[src/rtl/seg7_pkg.sv]
// Shared definitions for the 7-segment scan decoder.
// Glyph patterns are in gfedcba order (bit0 = segment a), active-high.
package seg7_pkg;

  // Segment bit positions inside the shared segment byte.
  localparam int SEG_A  = 0;
  localparam int SEG_B  = 1;
  localparam int SEG_C  = 2;
  localparam int SEG_D  = 3;
  localparam int SEG_E  = 4;
  localparam int SEG_F  = 5;
  localparam int SEG_G  = 6;
  localparam int SEG_DP = 7;

  // Hex glyphs as produced by the converter bank.
  localparam logic [6:0] GLYPH_0 = 7'h3F;
  localparam logic [6:0] GLYPH_1 = 7'h06;
  localparam logic [6:0] GLYPH_2 = 7'h5B;
  localparam logic [6:0] GLYPH_3 = 7'h4F;
  localparam logic [6:0] GLYPH_4 = 7'h66;
  localparam logic [6:0] GLYPH_5 = 7'h6D;
  localparam logic [6:0] GLYPH_6 = 7'h7D;
  localparam logic [6:0] GLYPH_7 = 7'h07;
  localparam logic [6:0] GLYPH_8 = 7'h7F;
  localparam logic [6:0] GLYPH_9 = 7'h6F;
  localparam logic [6:0] GLYPH_A = 7'h77;
  localparam logic [6:0] GLYPH_B = 7'h7C;
  localparam logic [6:0] GLYPH_C = 7'h39;
  localparam logic [6:0] GLYPH_D = 7'h5E;
  localparam logic [6:0] GLYPH_E = 7'h79;
  localparam logic [6:0] GLYPH_F = 7'h71;

  // Frame reassembly states.
  typedef enum logic [1:0] {
    WAIT_START = 2'd0,
    CAPTURE    = 2'd1,
    COMMIT     = 2'd2
  } state_e;

endpackage

[src/rtl/seg7_glyph_decode.sv]
// Combinational glyph-to-hex decoder.
//   pat_i   : 7-bit segment pattern, gfedcba
//   valid_o : 1 when pat_i is one of the 16 hex glyphs
//   digit_o : decoded hex digit, 0 when the pattern is not a glyph
module seg7_glyph_decode
  import seg7_pkg::*;
(
  input  logic [6:0] pat_i,
  output logic       valid_o,
  output logic [3:0] digit_o
);

  // NOTE: every output gets a default before the case, so no path leaves
  // a signal unassigned and no latch is inferred.
  always_comb begin
    valid_o = 1'b1;
    digit_o = 4'h0;
    case (pat_i)
      GLYPH_0: digit_o = 4'h0;
      GLYPH_1: digit_o = 4'h1;
      GLYPH_2: digit_o = 4'h2;
      GLYPH_3: digit_o = 4'h3;
      GLYPH_4: digit_o = 4'h4;
      GLYPH_5: digit_o = 4'h5;
      GLYPH_6: digit_o = 4'h6;
      GLYPH_7: digit_o = 4'h7;
      GLYPH_8: digit_o = 4'h8;
      GLYPH_9: digit_o = 4'h9;
      GLYPH_A: digit_o = 4'hA;
      GLYPH_B: digit_o = 4'hB;
      GLYPH_C: digit_o = 4'hC;
      GLYPH_D: digit_o = 4'hD;
      GLYPH_E: digit_o = 4'hE;
      GLYPH_F: digit_o = 4'hF;
      default: valid_o = 1'b0;
    endcase
  end

endmodule

[src/rtl/seg7_scan_decoder.sv]
// Monitor for a time-multiplexed 7-segment display bus.
//   clk, rst    : clock, synchronous active-high reset
//   seg_in      : shared segment byte (bit0=a .. bit6=g, bit7=dp)
//   an_in       : one-hot digit enables, all-zero = blanking gap
//   numar       : reassembled hex value, digit i at [4i+3:4i]
//   dp_out      : decimal point per digit
//   frame_valid : one-cycle pulse when numar/dp_out/pat_err update
//   pat_err     : per digit, last committed frame held a non-glyph pattern
//   seq_err     : one-cycle pulse when a frame is aborted
module seg7_scan_decoder
  import seg7_pkg::*;
#(
  parameter int N_DIG      = 4,
  parameter int STABLE_CYC = 4,
  parameter int CNT_W      = 8
) (
  input  logic                 clk,
  input  logic                 rst,
  input  logic [7:0]           seg_in,
  input  logic [N_DIG-1:0]     an_in,
  output logic [4*N_DIG-1:0]   numar,
  output logic [N_DIG-1:0]     dp_out,
  output logic                 frame_valid,
  output logic [N_DIG-1:0]     pat_err,
  output logic                 seq_err
);

  localparam int IDX_W = (N_DIG > 1) ? $clog2(N_DIG) : 1;

  logic [7:0]         seg_q, seg_d;
  logic [N_DIG-1:0]   an_q, an_d;
  logic [CNT_W-1:0]   cnt_q, cnt_d;
  logic               fired_q, fired_d;
  state_e             state_q, state_d;
  logic [IDX_W-1:0]   exp_q, exp_d;
  logic [4*N_DIG-1:0] shadow_dig_q, shadow_dig_d;
  logic [N_DIG-1:0]   shadow_dp_q, shadow_dp_d;
  logic [N_DIG-1:0]   shadow_err_q, shadow_err_d;
  logic [4*N_DIG-1:0] numar_q, numar_d;
  logic [N_DIG-1:0]   dp_q, dp_d;
  logic [N_DIG-1:0]   pat_err_q, pat_err_d;
  logic               frame_valid_q, frame_valid_d;
  logic               seq_err_q, seq_err_d;

  logic               at_stable, stable_ev, one_hot, capture, multi_hot, store;
  logic [IDX_W-1:0]   cap_idx;
  logic               glyph_valid;
  logic [3:0]         glyph_dig;

  seg7_glyph_decode u_glyph (
    .pat_i   (seg_q[SEG_G:SEG_A]),
    .valid_o (glyph_valid),
    .digit_o (glyph_dig)
  );

  // Stability filter and capture strobe.
  always_comb begin
    seg_d = seg_in;
    an_d  = an_in;
    // The counter restarts on the same edge the new enable lands in an_q,
    // so cnt_q counts how many cycles an_q has held its current value.
    if (an_in != an_q)
      cnt_d = CNT_W'(1);
    else if (cnt_q == CNT_W'(STABLE_CYC))
      cnt_d = cnt_q;
    else
      cnt_d = cnt_q + CNT_W'(1);

    at_stable = (cnt_q == CNT_W'(STABLE_CYC));
    // fired_q limits the saturated counter to a single event per interval.
    fired_d   = (an_in != an_q) ? 1'b0 : (fired_q | at_stable);
    stable_ev = at_stable && !fired_q && (an_q != '0);
    one_hot   = ((an_q & (an_q - 1'b1)) == '0);
    capture   = stable_ev && one_hot;
    multi_hot = stable_ev && !one_hot;

    cap_idx = '0;
    for (int i = 0; i < N_DIG; i++)
      if (an_q[i]) cap_idx = IDX_W'(i);
  end

  // Frame reassembly.
  always_comb begin
    state_d       = state_q;
    exp_d         = exp_q;
    shadow_dig_d  = shadow_dig_q;
    shadow_dp_d   = shadow_dp_q;
    shadow_err_d  = shadow_err_q;
    numar_d       = numar_q;
    dp_d          = dp_q;
    pat_err_d     = pat_err_q;
    frame_valid_d = 1'b0;
    seq_err_d     = 1'b0;
    store         = 1'b0;

    case (state_q)
      // COMMIT publishes the shadow and otherwise behaves like WAIT_START.
      WAIT_START, COMMIT: begin
        if (state_q == COMMIT) begin
          numar_d       = shadow_dig_q;
          dp_d          = shadow_dp_q;
          pat_err_d     = shadow_err_q;
          frame_valid_d = 1'b1;
          state_d       = WAIT_START;
        end
        if (capture && cap_idx == '0) begin
          store   = 1'b1;
          exp_d   = IDX_W'(1);
          state_d = CAPTURE;
        end
      end
      CAPTURE: begin
        if (capture) begin
          if (cap_idx == exp_q) begin
            store = 1'b1;
            if (exp_q == IDX_W'(N_DIG - 1))
              state_d = COMMIT;
            else
              exp_d = exp_q + IDX_W'(1);
          end else if (cap_idx == '0) begin
            store = 1'b1;
            exp_d = IDX_W'(1);
          end else begin
            seq_err_d = 1'b1;
            state_d   = WAIT_START;
          end
        end else if (multi_hot) begin
          seq_err_d = 1'b1;
          state_d   = WAIT_START;
        end
      end
      default: state_d = WAIT_START;
    endcase

    // A discarded frame needs no clearing: a commit is only reachable after
    // every digit has been rewritten in order.
    if (store) begin
      shadow_dig_d[{cap_idx, 2'b00} +: 4] = glyph_dig;
      shadow_dp_d[cap_idx]                = seg_q[SEG_DP];
      shadow_err_d[cap_idx]               = !glyph_valid;
    end
  end

  // NOTE: state uses non-blocking assignments so every flop samples the
  // pre-edge value of every other flop.
  always_ff @(posedge clk) begin
    if (rst) begin
      seg_q         <= '0;
      an_q          <= '0;
      cnt_q         <= '0;
      fired_q       <= 1'b0;
      state_q       <= WAIT_START;
      exp_q         <= '0;
      // NOTE: the shadow buffer is reset explicitly because a reset must
      // leave no trace of an aborted frame.
      shadow_dig_q  <= '0;
      shadow_dp_q   <= '0;
      shadow_err_q  <= '0;
      numar_q       <= '0;
      dp_q          <= '0;
      pat_err_q     <= '0;
      frame_valid_q <= 1'b0;
      seq_err_q     <= 1'b0;
    end else begin
      seg_q         <= seg_d;
      an_q          <= an_d;
      cnt_q         <= cnt_d;
      fired_q       <= fired_d;
      state_q       <= state_d;
      exp_q         <= exp_d;
      shadow_dig_q  <= shadow_dig_d;
      shadow_dp_q   <= shadow_dp_d;
      shadow_err_q  <= shadow_err_d;
      numar_q       <= numar_d;
      dp_q          <= dp_d;
      pat_err_q     <= pat_err_d;
      frame_valid_q <= frame_valid_d;
      seq_err_q     <= seq_err_d;
    end
  end

  assign numar       = numar_q;
  assign dp_out      = dp_q;
  assign pat_err     = pat_err_q;
  assign frame_valid = frame_valid_q;
  assign seq_err     = seq_err_q;

endmodule

[config.mk]
export PLATFORM = sky130hd
export DESIGN_NAME = seg7_scan_decoder
export DESIGN_NICKNAME = d
export VERILOG_FILES = /design/src/rtl/seg7_pkg.sv /design/src/rtl/seg7_glyph_decode.sv /design/src/rtl/seg7_scan_decoder.sv
export SDC_FILE = /design/constraint.sdc
export NUM_CORES = 1
export LEC_CHECK = 0
export CELL_PAD_IN_SITES_DETAIL_PLACEMENT = 0
export CELL_PAD_IN_SITES_GLOBAL_PLACEMENT = 2
export CORE_ASPECT_RATIO = 0.5
export CORE_UTILIZATION = 37
export CTS_CLUSTER_SIZE = 16
export DETAILED_ROUTE_END_ITERATION = 8
export PLACE_DENSITY = 0.92
export SYNTH_ARGS = -nofsm -noshare
export SYNTH_HDL_FRONTEND = slang
export SYNTH_SLANG_ARGS = --single-unit
[constraint.sdc]
create_clock -name clk -period 6.45 [get_ports clk]
set_input_delay 1.29 -clock clk [delete_from_list [all_inputs] [get_ports clk]]
set_output_delay 1.29 -clock clk [all_outputs]
set_load 0.05 [all_outputs]
==> summary.txt <==
Power and ir drop
  • Maximum VDD drop: 0.000126 V
  • Static leakage: 1.54 nW
  • Total design power: 1.01 mW
  • Pwr dens: 235 nW/um^2

Worst setup path
  • Critical path required time: 5160 ps
  • Internal reg-to-reg setup slack: 3870 ps
  • Depth of the most critical reg-to-reg path: 7
  • Critical path depth: 1
  • Critical register-to-register path startpoint: an_q[2]
  • Capture point of the critical path: dp_out[2]
  • Number of buffers and inverters on the critical path: 1
  • Max stage delay on crit path: 820 ps
  • Critical path startpoint category: register
  • Type of destination of the critical path: primary output
  • Worst path cell trace: clkdlybuf4s50_1
  • Dominant delay contributor by cell family on the critical path: buffers and inverters
  • Endpoint of the worst register-to-register path: shadow_dig_q[13]
  • Startpoint of the most critical setup path: dp_out[2]
  • Top fanout value on the critical path: 2
  • Crit path max-delay cell type: sky130_fd_sc_hd__clkdlybuf4s50_1
  • Critical path data arrival time: 1490 ps
  • CP Class: reg -> out

Place
  • Number of I/O port buffers: 39
  • Cell total after placement: 562
  • Weighted congestion reported at the end of routability-driven placement: 0.773
  • Detailed placer's ending HPWL: 5.52 mm

Synthesis
  • Synth Warn #: 0
  • Top_reg_cell synth: sky130_fd_sc_hd__dfxtp_1
  • Number of distinct library cells after synthesis: 63
  • Average size of a mapped cell: 8.63 sq um
  • Mapped Nets: 437
  • Synth top area cells: sky130_fd_sc_hd__dfxtp_1, sky130_fd_sc_hd__nand2_1, sky130_fd_sc_hd__a21oi_1
  • Fraction of synthesized cell area taken by the top area cell type: 0.420
  • Portion of the post-synthesis area used by sequential elements: 0.420
  • Number of synthesized flops with an enable pin: 0
  • Count of state elements after synthesis: 75
  • FFs w/ async S/R, synth: 0
  • Cell taking the most area after synthesis: sky130_fd_sc_hd__dfxtp_1
  • Mapped Area: 3570 sq um
  • Number of standard cells after synthesis: 414

Clocking
  • Clock-pin slew of the registers on the worst-case setup and hold paths: 60 ps
  • Post_cts resized: 0
  • Clk Tree Root Cell: sky130_fd_sc_hd__clkbuf_16
  • Hold-fix buffers, CTS: 0
  • Total clock sinks: 75
  • Clock tree from TritonCTS: built
  • Deepest clock path buffer count: 2
  • Clk_lat worst skew: 340 ps
  • Number of setup buffers added after CTS: 0
  • CTS H-tree depth: 3
  • Num CTS Buffers: 9

Floorplanning
  • Height of the die: 71.5 microns
  • Floorplan die width: 141 microns
  • Ports: 40
  • Starting utilization of the core area: 0.395
  • Standard cell core area: 9040 sq um
  • Die area: 10100 sq um
  • Standard-cell row count: 24

STA
  • Setup violation total in the final timing report: 0
  • Slew at the pin with the worst max-slew slack: 855 ps
  • Tmin final: 2780 ps
  • Worst slack on hold paths: 452 ps
  • Worst relative slew slack: 0.428
  • Setup repair after global routing missed its margin: false
  • Max Freq: 0.360 GHz
  • Clk_skew: 7.05 ps
  • Final count of pins violating max slew: 0
  • Post-route setup TNS: 0 ps
  • Number of endpoints with negative hold slack in the final report: 0
  • Part of the cycle the worst path needs: 0.431

Route
  • Detailed-route wire length: 7.76 mm
  • Starting DRC count in detailed routing: 182
  • Drt via density: 4.95
  • Antenna violation net count after detailed routing: 0
  • Average wire per cell in the routed design: 13.4 microns
  • Vias post-DR: 2861
  • Detailed Routing Iterations Pass 1: 5
  • Total DRC errors in the routed layout: 0

GRT
  • Total global-route track usage: 0.176
  • Overflow after GRT: 0
  • First-pass GRT wire length: 13.8 mm
  • Vias in the first global route: 2714
  • Maximum number of pins on one net before global-route repair: 54
  • Initial antenna violation count: 0

Min path
  • Beginning of the worst hold path: numar[7]
  • Hold-critical path depth: 2
  • Type of the worst min-delay path: reg -> reg

Layout
  • Fraction of layout cells with a size suffix above 1: 0.0826
  • Number of standard cells in the final layout excluding fillers: 578
  • Top library cells by usage in the layout, fill and taps aside: sky130_fd_sc_hd__nand2_1, sky130_fd_sc_hd__dfxtp_1, sky130_fd_sc_hd__a21oi_1
  • Number of inserted diodes: 0
  • Layout net count: 466
  • Most frequent standard cell in the layout excluding fill and tap cells: sky130_fd_sc_hd__nand2_1
  • Area growth from synthesis to layout: 20.4%

Outcome
  • Run status: complete, no violations

Job
  • Number of maximum-capacitance violations: 0
## layer usage
layer,vias to the layer above,GRT usage,routed length [microns]
met2,68,0.235,2870
met5,-,0,0
met4,0,0.0688,127
met3,11,0.0501,448
li1,1495,-,-
met1,1287,0.263,4320
## area by class of cell
cell class,instances,area (sq um)
Fill cell,883,4740
Multi-Input combinational cell,303,1910
Sequential cell,75,1500
Timing Repair Buffer,41,400
Clock buffer,11,243
Tap cell,130,163
Inverter,13,48.8
Clock inverter,5,35.0
## sequential cells by signal (all words and copies together) (netlist names)
| name | flops |
|---|---|
| numar | 16 |
| shadow_dig_q | 16 |
| cnt_q | 8 |
| seg_q | 8 |
| an_q | 4 |
| dp_out | 4 |
| pat_err | 4 |
| shadow_dp_q | 4 |
| shadow_err_q | 4 |
| exp_q | 2 |
| state_q | 2 |
| fired_q | 1 |
| frame_valid | 1 |
| seq_err | 1 |
## how the worst min path moves through the flow
stage / to / slack (ps)
finish: numar[7] / 450
global placement: numar[0] / 440
CTS: numar[7] / 450
floorplan: numar[0] / 430
detailed placement: numar[7] / 450
global route: pat_err[1] / 470
## where the power goes
part | internal [mW] | switching [mW] | total, mW
logic | 0.0267 | 0.0369 | 0.0636
registers | 0.468 | 0.0111 | 0.479
clock network | 0.272 | 0.196 | 0.468
total | 0.767 | 0.244 | 1.01
## logic make-up (layout without fill, tap and decap cells)
| family | Yosys count | count (layout) | synth area share |
|---|---|---|---|
| mux | 18 | 18 | 0.0504 |
| xor+xnor | 13 | 13 | 0.0319 |
| simple gates | 186 | 186 | 0.287 |
| compound gates | 77 | 77 | 0.133 |
| flops | 75 | 75 | 0.420 |
| fa+ha+maj | 9 | 9 | 0.0315 |
| buf+inv | 36 | 70 | 0.0455 |
## per-stage QoR
stage | area (sq um) | util | setup WS (ps)
2_1_floorplan | 3570 | - | 4150
3_3_place_gp | 4020 | 0.445 | 3450
3_5_place_dp | 4020 | 0.445 | 3400
4_1_cts | 4300 | 0.476 | 3660
5_1_grt | 4300 | 0.476 | 3500
6_report | 4300 | 0.476 | 3670
## synth_stat cells, types with 2 or more instances
library cell and number:
sky130_fd_sc_hd__nand3_1 12, sky130_fd_sc_hd__xor2_1 10, sky130_fd_sc_hd__nor4bb_1 3, sky130_fd_sc_hd__buf_2 4
sky130_fd_sc_hd__or3_1 2, sky130_fd_sc_hd__nor2_1 22, sky130_fd_sc_hd__nor3_1 5, sky130_fd_sc_hd__nand2_1 81
sky130_fd_sc_hd__nand3_4 3, sky130_fd_sc_hd__and3_1 5, sky130_fd_sc_hd__and2_1 2, sky130_fd_sc_hd__inv_1 13
sky130_fd_sc_hd__nor4_1 6, sky130_fd_sc_hd__nand2b_1 3, sky130_fd_sc_hd__ha_1 9, sky130_fd_sc_hd__o21a_1 2
sky130_fd_sc_hd__a21oi_1 39, sky130_fd_sc_hd__clkbuf_1 15, sky130_fd_sc_hd__nor3_2 2, sky130_fd_sc_hd__dfxtp_1 75
sky130_fd_sc_hd__o211ai_1 5, sky130_fd_sc_hd__xnor2_1 3, sky130_fd_sc_hd__nor3b_1 2, sky130_fd_sc_hd__mux2i_1 18
sky130_fd_sc_hd__o21ai_0 11, sky130_fd_sc_hd__o31ai_1 4, sky130_fd_sc_hd__nor2b_1 17, sky130_fd_sc_hd__a211oi_1 2
sky130_fd_sc_hd__nand4_1 5
Note: power is estimated with default switching activity, not from simulation.
